## src/rtl/output_arbiter.sv

```systemverilog
// Output-port arbiter: round-robin among upstream ports for HEAD/SINGLE flits,
// then holds the output for the owning port until its TAIL passes.
// Registered output stage with valid/ready handshake downstream.
//
// state  | meaning
// -------+-----------------------------------------------------------
// IDLE   | no packet in flight; arbitrate HEAD/SINGLE fronts round-robin
// LOCKED | multi-flit packet owns the output; only owner is popped
module output_arbiter #(
  parameter  int NUM_IN = 4,
  parameter  int WIDTH  = 16,
  localparam int IW     = (NUM_IN > 1) ? $clog2(NUM_IN) : 1
) (
  input  logic                    clk,
  input  logic                    rst,
  input  logic [NUM_IN-1:0]       valid_i,
  input  logic [NUM_IN*WIDTH-1:0] data_i,
  output logic [NUM_IN-1:0]       shift_o,
  output logic [WIDTH-1:0]        data_o,
  output logic                    valid_o,
  input  logic                    ready_i,
  output logic [IW-1:0]           grant_o,
  output logic                    locked_o,
  output logic                    proto_err_o
);

  localparam logic [1:0] FT_BODY   = 2'b00;
  localparam logic [1:0] FT_TAIL   = 2'b01;
  localparam logic [1:0] FT_HEAD   = 2'b10;
  localparam logic [1:0] FT_SINGLE = 2'b11;

  typedef enum logic {
    ST_IDLE,
    ST_LOCKED
  } state_t;

  state_t            state_q, state_d;
  logic [IW-1:0]     rr_ptr_q, rr_ptr_d;
  logic [IW-1:0]     owner_q, owner_d;
  logic [IW-1:0]     grant_q, grant_d;
  logic [WIDTH-1:0]  data_q, data_d;
  logic              valid_q, valid_d;

  logic              load_ok;
  logic              sel_found;
  logic              any_bad;
  logic [IW-1:0]     sel;
  logic [IW-1:0]     sel_next;
  logic [WIDTH-1:0]  sel_flit;
  logic [1:0]        sel_type;
  int                idx;

  // Arbitration, handshake and next-state decode.
  always_comb begin
    state_d     = state_q;
    rr_ptr_d    = rr_ptr_q;
    owner_d     = owner_q;
    grant_d     = grant_q;
    data_d      = data_q;
    valid_d     = valid_q;
    shift_o     = '0;
    proto_err_o = 1'b0;
    sel         = '0;
    sel_found   = 1'b0;
    any_bad     = 1'b0;
    idx         = 0;

    load_ok = !valid_q || ready_i;

    if (state_q == ST_IDLE) begin
      // The MSB of the flit type is set exactly for HEAD and SINGLE.
      for (int i = 0; i < NUM_IN; i++) begin
        idx = int'(rr_ptr_q) + i;
        if (idx >= NUM_IN) idx = idx - NUM_IN;
        if (!sel_found && valid_i[idx] && data_i[idx*WIDTH + WIDTH-1]) begin
          sel_found = 1'b1;
          sel       = IW'(idx);
        end
        if (valid_i[i] && !data_i[i*WIDTH + WIDTH-1]) any_bad = 1'b1;
      end
      proto_err_o = any_bad && !sel_found;
    end else begin
      // Owner may only send BODY/TAIL; a HEAD/SINGLE front is a violation.
      sel         = owner_q;
      sel_found   = valid_i[owner_q] && !data_i[int'(owner_q)*WIDTH + WIDTH-1];
      proto_err_o = valid_i[owner_q] &&  data_i[int'(owner_q)*WIDTH + WIDTH-1];
    end

    sel_flit = data_i[int'(sel)*WIDTH +: WIDTH];
    sel_type = sel_flit[WIDTH-1:WIDTH-2];
    sel_next = (int'(sel) == NUM_IN-1) ? '0 : sel + 1'b1;

    if (load_ok) begin
      if (sel_found) begin
        shift_o[sel] = 1'b1;
        data_d       = sel_flit;
        valid_d      = 1'b1;
        grant_d      = sel;
        if (state_q == ST_IDLE) begin
          rr_ptr_d = sel_next;
          if (sel_type == FT_HEAD) begin
            state_d = ST_LOCKED;
            owner_d = sel;
          end
        end else if (sel_type == FT_TAIL) begin
          state_d = ST_IDLE;
        end
      end else begin
        valid_d = 1'b0;
      end
    end

    if (rst) begin
      shift_o     = '0;
      proto_err_o = 1'b0;
    end
  end

  // State and output registers with synchronous reset.
  always_ff @(posedge clk) begin
    if (rst) begin
      state_q  <= ST_IDLE;
      rr_ptr_q <= '0;
      owner_q  <= '0;
      grant_q  <= '0;
      data_q   <= '0;
      valid_q  <= 1'b0;
    end else begin
      state_q  <= state_d;
      rr_ptr_q <= rr_ptr_d;
      owner_q  <= owner_d;
      grant_q  <= grant_d;
      data_q   <= data_d;
      valid_q  <= valid_d;
    end
  end

  assign data_o   = data_q;
  assign valid_o  = valid_q;
  assign locked_o = (state_q == ST_LOCKED);
  assign grant_o  = locked_o ? owner_q : grant_q;

  // FT_BODY / FT_SINGLE document the encoding; only MSB and TAIL/HEAD are decoded.
  logic unused_ft;
  assign unused_ft = ^{FT_BODY, FT_SINGLE};

endmodule

```

## config.mk

```make
export PLATFORM = sky130hd
export DESIGN_NAME = output_arbiter
export DESIGN_NICKNAME = d
export VERILOG_FILES = /design/src/rtl/output_arbiter.sv
export SDC_FILE = /design/constraint.sdc
export NUM_CORES = 1
export LEC_CHECK = 0
export CAP_MARGIN = 20
export CORE_AREA = 4 4 66 53
export DETAILED_ROUTE_END_ITERATION = 7
export DIE_AREA = 0 0 70 57
export DONT_BUFFER_PORTS = 1
export PLACE_DENSITY = 0.83
export SLEW_MARGIN = 20
export SYNTH_ARGS = -nofsm -noshare
export SYNTH_HDL_FRONTEND = slang
export SYNTH_SLANG_ARGS = --single-unit
```

## constraint.sdc

```tcl
create_clock -name clk -period 2.7 [get_ports clk]
set_input_delay 0.27 -clock clk [delete_from_list [all_inputs] [get_ports clk]]
set_output_delay 0.27 -clock clk [all_outputs]
set_load 0.005 [all_outputs]
```

==> results of run 1 <==
## where the power goes
group / switching, W / internal (W)
Combinational: 0.000512 / 0.000367
Sequential: 0.000128 / 0.000491
Clock: 0.000104 / 0.000198
## layout by cell type (no fill, tap or decap), types with 2 or more instances in the layout
cell type / synthesis / layout
a221oi_1: 2 / 2
nand4_1: 2 / 2
nand2b_1: 2 / 2
inv_1: 7 / 7
a31oi_1: 2 / 2
ha_1: 4 / 4
nor2b_1: 3 / 3
a211oi_2: 2 / 2
nor2_1: 7 / 6
o211ai_1: 3 / 3
a21oi_1: 11 / 11
o21ai_0: 5 / 5
nand3_1: 30 / 30
and2_1: 6 / 6
mux4_2: 2 / 2
buf_4: 0 / 12
nand3b_1: 2 / 2
dfxtp_1: 24 / 24
o311ai_0: 3 / 3
a32o_1: 14 / 14
clkbuf_8: 0 / 3
nand2_1: 65 / 65
## worst max path at each step
stage          slack [ns]         end
2_1_floorplan        0.39  shift_o[0]
3_3_place_gp         0.25  owner_q[1]
3_5_place_dp         0.19  shift_o[1]
4_1_cts              0.02  shift_o[3]
5_1_grt            -0.004  shift_o[0]
6_report             0.08  shift_o[1]
## state kept, by name (all words and copies together), names as in the netlist
register / cells
owner_q: 2
rr_ptr_q: 2
grant_q: 2
valid_o: 1
locked_o: 1
data_o: 16
## area by class of cell
type | count | share of cell area (%)
Multi-Input combinational cell | 190 | 61.1
Tap cell | 38 | 2.51
Sequential cell | 24 | 25.4
Inverter | 9 | 1.92
Clock buffer | 3 | 2.18
Clock inverter | 1 | 1.59
Timing Repair Buffer | 13 | 5.35
## critical path, stage by stage, from the launching register on
cell and delay, ns:
dfxtp_1 0.48, nand4b_1 0.20, o21ai_1 0.10, a211oi_2 0.36
o31a_1 0.24, buf_4 0.17, buf_6 0.23, ha_1 0.17
and2_1 0.15
## logic make-up (layout without fill, tap and decap cells)
| kind of cell | count (synthesis) | in the layout |
|---|---|---|
| flip-flops | 24 | 24 |
| AND/OR/NAND/NOR | 124 | 124 |
| adder cells (fa/ha/maj) | 4 | 4 |
| AO/OA/AOI/OAI | 58 | 58 |
| multiplexers | 4 | 4 |
| buffers and inverters | 25 | 26 |
## timing repair
item | CTS | global route
setup endpoints to repair | 2 | 18
buffers inserted | 0 | 3
resized for setup | 1 | 3
pin swaps | 1 | 1
## through the flow
step	hold WS, ns	std cells	total power [W]
after floorplan	0.432	239	0.00125
after global placement	0.343	271	0.00143
after detailed placement	0.344	271	0.00146
after CTS	0.0601	275	0.00177
after global routing	0.0549	278	0.00195
final	0.0678	278	0.00180
## routing by layer
metal	GRT usage [%]	part of all wire [%]
met5	0	0
met4	2.19	0.51
met3	7.57	12
met2	38.0	45
met1	34.3	42
==> metrics.md, run 1 <==
| Metric | Value |
|---|---|
| Status | complete, no violations |
| Synth area leader | dfxtp_1 |
| Crit path from | rr_ptr_q[1] |
| Routability cong. | 0.912 |
| CTS root buf | clkbuf_8 |
| CORE AREA | ~2900 sq um |
| Layout area overhead | 9.00% |
| Vias per cell | 6.45 |
| Yosys reg bits | 24 |
| Synthesized area per cell | 7.27 sq um |
| Worst setup margin | 0.0768 ns |
| Mux cell area share after synthesis | 3.89% |
| Core Util, Final | 66.5% |
| Number of hold buffers added after cts | 0 |
| I/O Buffers | 0 |
| Die X | ~70 um |
| Slew Limit Fails | 0 |
| Period Utilization, post-route | 97.2% |
| FF-to-FF End | owner_q[1] |
| Initial DRC count | 166 |
| Die Ht | between 50 and 60 um |
| DRT Wirelength | between 4000 and 5000 um |
| Most frequent cells after synthesis | nand2_1 (65), nand3_1 (30), dfxtp_1 (24) |
| DP Wirelength | approximately 3900 um |
| Crit path launch type | flop |
| Antenna Nets Post-Route | 0 |
| Routed len/inst | 17.8 um |
| Post-synthesis sequential area ratio | 27.6% |
| Pre-Repair DR Iteration Count | 5 |
| WP data required | 2.43 ns |
| Main combinational cell family by area after synthesis | simple AND/OR/NAND/NOR gates |
| Ant diodes | 0 |
| Via Count | about 1800 |
| Vias in the first global route | 1637 |
| R2R depth | 7 |
| First-pass GRT wire length | 8000 um |
| CP endpoint kind | output pin |
| Layout cells sized above 1 | 12.1% |
| Yosys top cell area share | ~28% |
| Ys Warns | 0 |
| Post-Route Setup TNS | 0 ns |
| Leak Pwr | 0.753 nW |
| R2R Setup Slk | 0.27 ns |
| Initial cell density of the core | 61.0% |
| Pre-CTS setup slack | 0.186 ns |
| Distinct cell type count after synthesis | 50 |
| CTS sink cnt | 24 |
| Crit path kind | reg -> out |
| GRT Util Overall | 24.2% |
| NumNets Final | approximately 320 |
| Area occupied by multi-input gates | approximately 1200 sq um |
| Clock-pin slew on the worst setup and hold paths | around 0.080 ns |
| Number of max-cap violations | 0 |
| R2r startpoint | rr_ptr_q[1] |
| Worst hold path class | in -> reg |
| H-tree Lvls | 1 |
| Hold Path Sink | data_o[14] |
| Max VDD drop | 0.000567 V |
| Final min period | 2.62 ns |
| Most frequent cell after synthesis | nand2_1 |
| Fillers | 250 |
| CP Max Fanout | 30 |
| Overflow after GRT | 0 |
| Initial antenna violation count | 0 |
| Worst hold stages | 1 |
| Ys flop type | dfxtp_1 |
| Row cnt | 17 |
| Area share of and/or/nand/nor cells after synthesis | approximately a third |
| Slew headroom | between 60% and 70% |
| Clk_skew | ~0.0037 ns |
| DRC viols | 0 |
| CTS tree | yes |
| Final instance area | 1890 sq um |
| Post-synth EDFFs | 0 |
| Critical hold path startpoint | rst |
| Xor/xnor share of the synthesized area | 0% |
| Final hold vios | 0 |
| Clock tree buffer depth | 2 |
| Synthesized area | between 1500 and 2000 sq um |
| CTS Buf Count | 3 |
| Largest net degree at the start of global routing | 32 |
| Post-synthesis adder-cell area fraction | 2.88% |
| Final setup vio count | 0 |
| Achievable Freq | around 380 MHz |
| Seq. cell area | about 480 sq um |
| Synth Area in Compound Gates | 26.6% |
| Boundary Pins | between 90 and 100 |
| Clk_lat worst skew | roughly 0.26 ns |
| Pin slew with the least headroom to its limit | 0.569 ns |
| Syn_nets | 314 |
| Placed cell area | 1780 sq um |
| Async set-reset flop share out of synthesis | 0% |
| Mapped Cells | 239 |
| Crit path arrival time | 2.35 ns |
| Die ar. | roughly 4000 sq um |
| Pwr per Cell Area | 950 nW/um^2 |
| Top cells by area, synth | dfxtp_1 (28%), nand2_1 (14%), nand3_1 (8.6%) |
No activity file was read; power rests on OpenSTA's default activity.
==> run 2, diff against run 1 <==
--- a/config.mk
+++ b/config.mk
@@ -5,10 +5,11 @@
 export SDC_FILE = /design/constraint.sdc
 export NUM_CORES = 1
 export LEC_CHECK = 0
+export ABC_AREA = 1
 export CAP_MARGIN = 20
-export CORE_AREA = 4 4 66 53
+export CORE_AREA = 4 4 71 57
 export DETAILED_ROUTE_END_ITERATION = 7
-export DIE_AREA = 0 0 70 57
+export DIE_AREA = 0 0 75 61
 export DONT_BUFFER_PORTS = 1
 export PLACE_DENSITY = 0.83
 export SLEW_MARGIN = 20
==> run 2 against run 1 <==
Against the previous run:
- utilization is 1.1 points lower
- first-iteration DRC count decreased by 11%
- register-to-register slack better by 0.25 ns
- setup slack gained 0.15 ns
- non-clock buffer count is 7 lower
- die area grew 15%
- highest routed layer unchanged
- global-route usage shrank 1.9 points
- power rose by 92%
- synthesized area up 18%
- sequential share of layout area is 2.6 points lower
==> metrics.md, run 2 <==
| Metric | Value |
|---|---|
| Vias per cell | roughly 5.4 |
| Die ar. | 4580 sq um |
| Antenna Nets Post-Route | 0 |
| Final min period | 2.47 ns |
| Die X | 75 um |
| Clock tree buffer depth | 2 |
| Synthesized area | slightly above 2000 sq um |
| Slew Limit Fails | 0 |
| Layout cells sized above 1 | about 10% |
| CORE AREA | between 3000 and 4000 sq um |
| Worst hold path class | in -> reg |
| Final hold vios | 0 |
| Initial DRC count | 148 |
| Layout area overhead | 3.77% |
| Ant diodes | 0 |
| Leak Pwr | 1.12 nW |
| CTS Buf Count | 3 |
| WP data required | 2.43 ns |
| I/O Buffers | 0 |
| NumNets Final | 425 |
| Achievable Freq | 405 MHz |
| Syn_nets | 430 |
| Most frequent cells in the layout | nand2_1 (123), nor2_1 (39), nand3_1 (35) |
| Largest net degree at the start of global routing | 30 |
| Via Count | 2117 |
| Initial cell density of the core | between 60% and 70% |
| CP endpoint kind | output pin |
| Final setup vio count | 0 |
| Max VDD drop | about 0.00086 V |
| Number of max-cap violations | 0 |
| Post-synthesis sequential area ratio | 23.4% |
| Synth area leader | dfxtp_1 |
| Slew headroom | between 50% and 60% |
| CP Max Fanout | 15 |
| First-pass GRT wire length | around 7900 um |
| Crit path launch type | flop |
| Routed len/inst | 13.1 um |
| Most frequent cells after synthesis | nand2_1 (123), nor2_1 (41), nand3_1 (35) |
| GRT Util Overall | 22.3% |
| # resized after CTS | 1 |
| Clk_skew | 0.00458 ns |
| Crit path arrival time | 2.20 ns |
| Pin slew with the least headroom to its limit | roughly 0.7 ns |
| Most frequent cell after synthesis | nand2_1 |
| Ys flop type | dfxtp_1 |
| RSZ-0062 raised after global routing | false |
| Clock-pin slew on the worst setup and hold paths | 0.09 ns |
| Post-route insts no fill | approximately 400 |
| Async set-reset flop share out of synthesis | 0% |
| Number of hold buffers added after cts | 0 |
| Pwr per Cell Area | 1620 nW/um^2 |
| Clk_lat worst skew | between 0.2 and 0.3 ns |
| Most common cell after layout, fill and taps aside | nand2_1 |
| Worst hold stages | 1 |
| Mapped Cells | 355 |
| Crit path kind | reg -> out |
| FF-to-FF End | data_o[6] |
| CTS root buf | clkbuf_8 |
| Overflow after GRT | 0 |
| Period Utilization, post-route | 91.6% |
| DRT Wirelength | 5110 um |
| Post-CTS setup buffer count | 0 |
| Fin Hold WS | approximately 0.056 ns |
| Status | complete, no violations |
| Pre-Repair DR Iteration Count | 4 |
| Ys Warns | 0 |
| Post-synth EDFFs | 0 |
| Die Ht | 61 um |
| Row cnt | 18 |
| Synthesized area per cell | 5.79 sq um |
| Fillers | ~310 |
| Hold Path Sink | data_o[15] |
| Initial antenna violation count | 0 |
| DRC viols | 0 |
| Dpl cells | between 300 and 400 |
| CTS sink cnt | 24 |
| Routability cong. | 0.961 |
| Post-Route Setup TNS | 0 ns |
| Boundary Pins | 96 |
| R2R Setup Slk | 0.52 ns |
| CTS tree | yes |
| R2r startpoint | rr_ptr_q[0] |
| Top cells by area, synth | dfxtp_1 (23%), nand2_1 (22%), nand3_1 (8.5%) |
| DP Wirelength | approximately 4100 um |
| Vias in the first global route | approximately 1800 |
| H-tree Lvls | 1 |
| Critical hold path startpoint | rst |
| R2R depth | 19 |
| Max FFs per register | 16 |
| Yosys reg bits | 24 |
| Yosys top cell area share | 23.4% |
| Distinct cell type count after synthesis | 27 |
-- run 2: cell types whose count changed in the layout (fill, tap and decap cells not counted), sizes merged, moves of 6 or more --
cell	previous run	this run
o21a	0	14
nor2	8	43
buf	13	6
a32o	14	0
and2	6	0
o21ai	6	27
inv	8	37
nand3	30	39
nand2	65	132
-- run 2: power breakdown --
part           switching [W]  leakage (nW)  internal [W]
registers           0.000126         0.200      0.000508
clock network       0.000116        0.0357      0.000198
logic                0.00162         0.882      0.000875
total                0.00187          1.12       0.00158
-- run 2: cells by family (layout without fill, tap and decap cells) --
| family | Yosys count | in the layout | synth area share [%] |
|---|---|---|---|
| adders and majority gates | 4 | 4 | 2.43 |
| and+or+nand+nor | 216 | 216 | 45.3 |
| buffers and inverters | 53 | 47 | 12.3 |
| AOI/OAI and AO/OA | 58 | 58 | 16.5 |
| DFF | 24 | 24 | 23.4 |
-- run 2: worst max path at each step --
stage | to | depth (start not counted) | start
3_3_place_gp | shift_o[1] | 15 | rr_ptr_q[0]
5_1_grt | shift_o[0] | 13 | rr_ptr_q[0]
6_report | shift_o[1] | 15 | rr_ptr_q[0]
4_1_cts | shift_o[1] | 15 | rr_ptr_q[0]
2_1_floorplan | shift_o[1] | 16 | rr_ptr_q[0]
3_5_place_dp | shift_o[1] | 15 | rr_ptr_q[0]
-- run 2: worst max-delay path, stage by stage (launching register included) --
cell and delay (ns):
dfxtp_4 0.41, inv_2 0.09, nand3_1 0.10, nand2_1 0.07, nand2_1 0.07, nand2_1 0.09
nor2_4 0.15, nand3_2 0.10, nand2_2 0.08, nand2_2 0.07, nand2_4 0.09, nand2_8 0.11
inv_8 0.12, ha_1 0.16, nand2_1 0.06, nor2_2 0.17
-- run 2: cell type report --
cell class / count / area, sq um / share of cell area [%]
inverter: 37 / 146 / 6.86
sequential: 24 / 485 / 22.7
tap: 40 / 50.0 / 2.34
clock buffer: 3 / 41.3 / 1.93
multi-input combinational: 278 / 1340 / 62.6
timing repair buffer: 6 / 45.0 / 2.11
clock inverter: 1 / 30.0 / 1.41
-- run 2: layer usage --
layer,GRT usage (%),share of wire (%)
met5,0,0
met1,30.9,44
met3,5.30,12
met2,35.6,43
met4,4.57,0.61
-- run 2: per-stage QoR --
step | setup slack [ns] | power (W) | area, sq um | utilization [%]
5_1_grt | 0.0178 | 0.00387 | 2130 | 65.4
2_1_floorplan | 0.616 | 0.00277 | 2060 | -
4_1_cts | 0.0909 | 0.00340 | 2110 | 64.7
3_5_place_dp | 0.264 | 0.00307 | 2040 | 62.5
6_report | 0.228 | 0.00345 | 2130 | 65.4
3_3_place_gp | 0.315 | 0.00301 | 2040 | 62.5
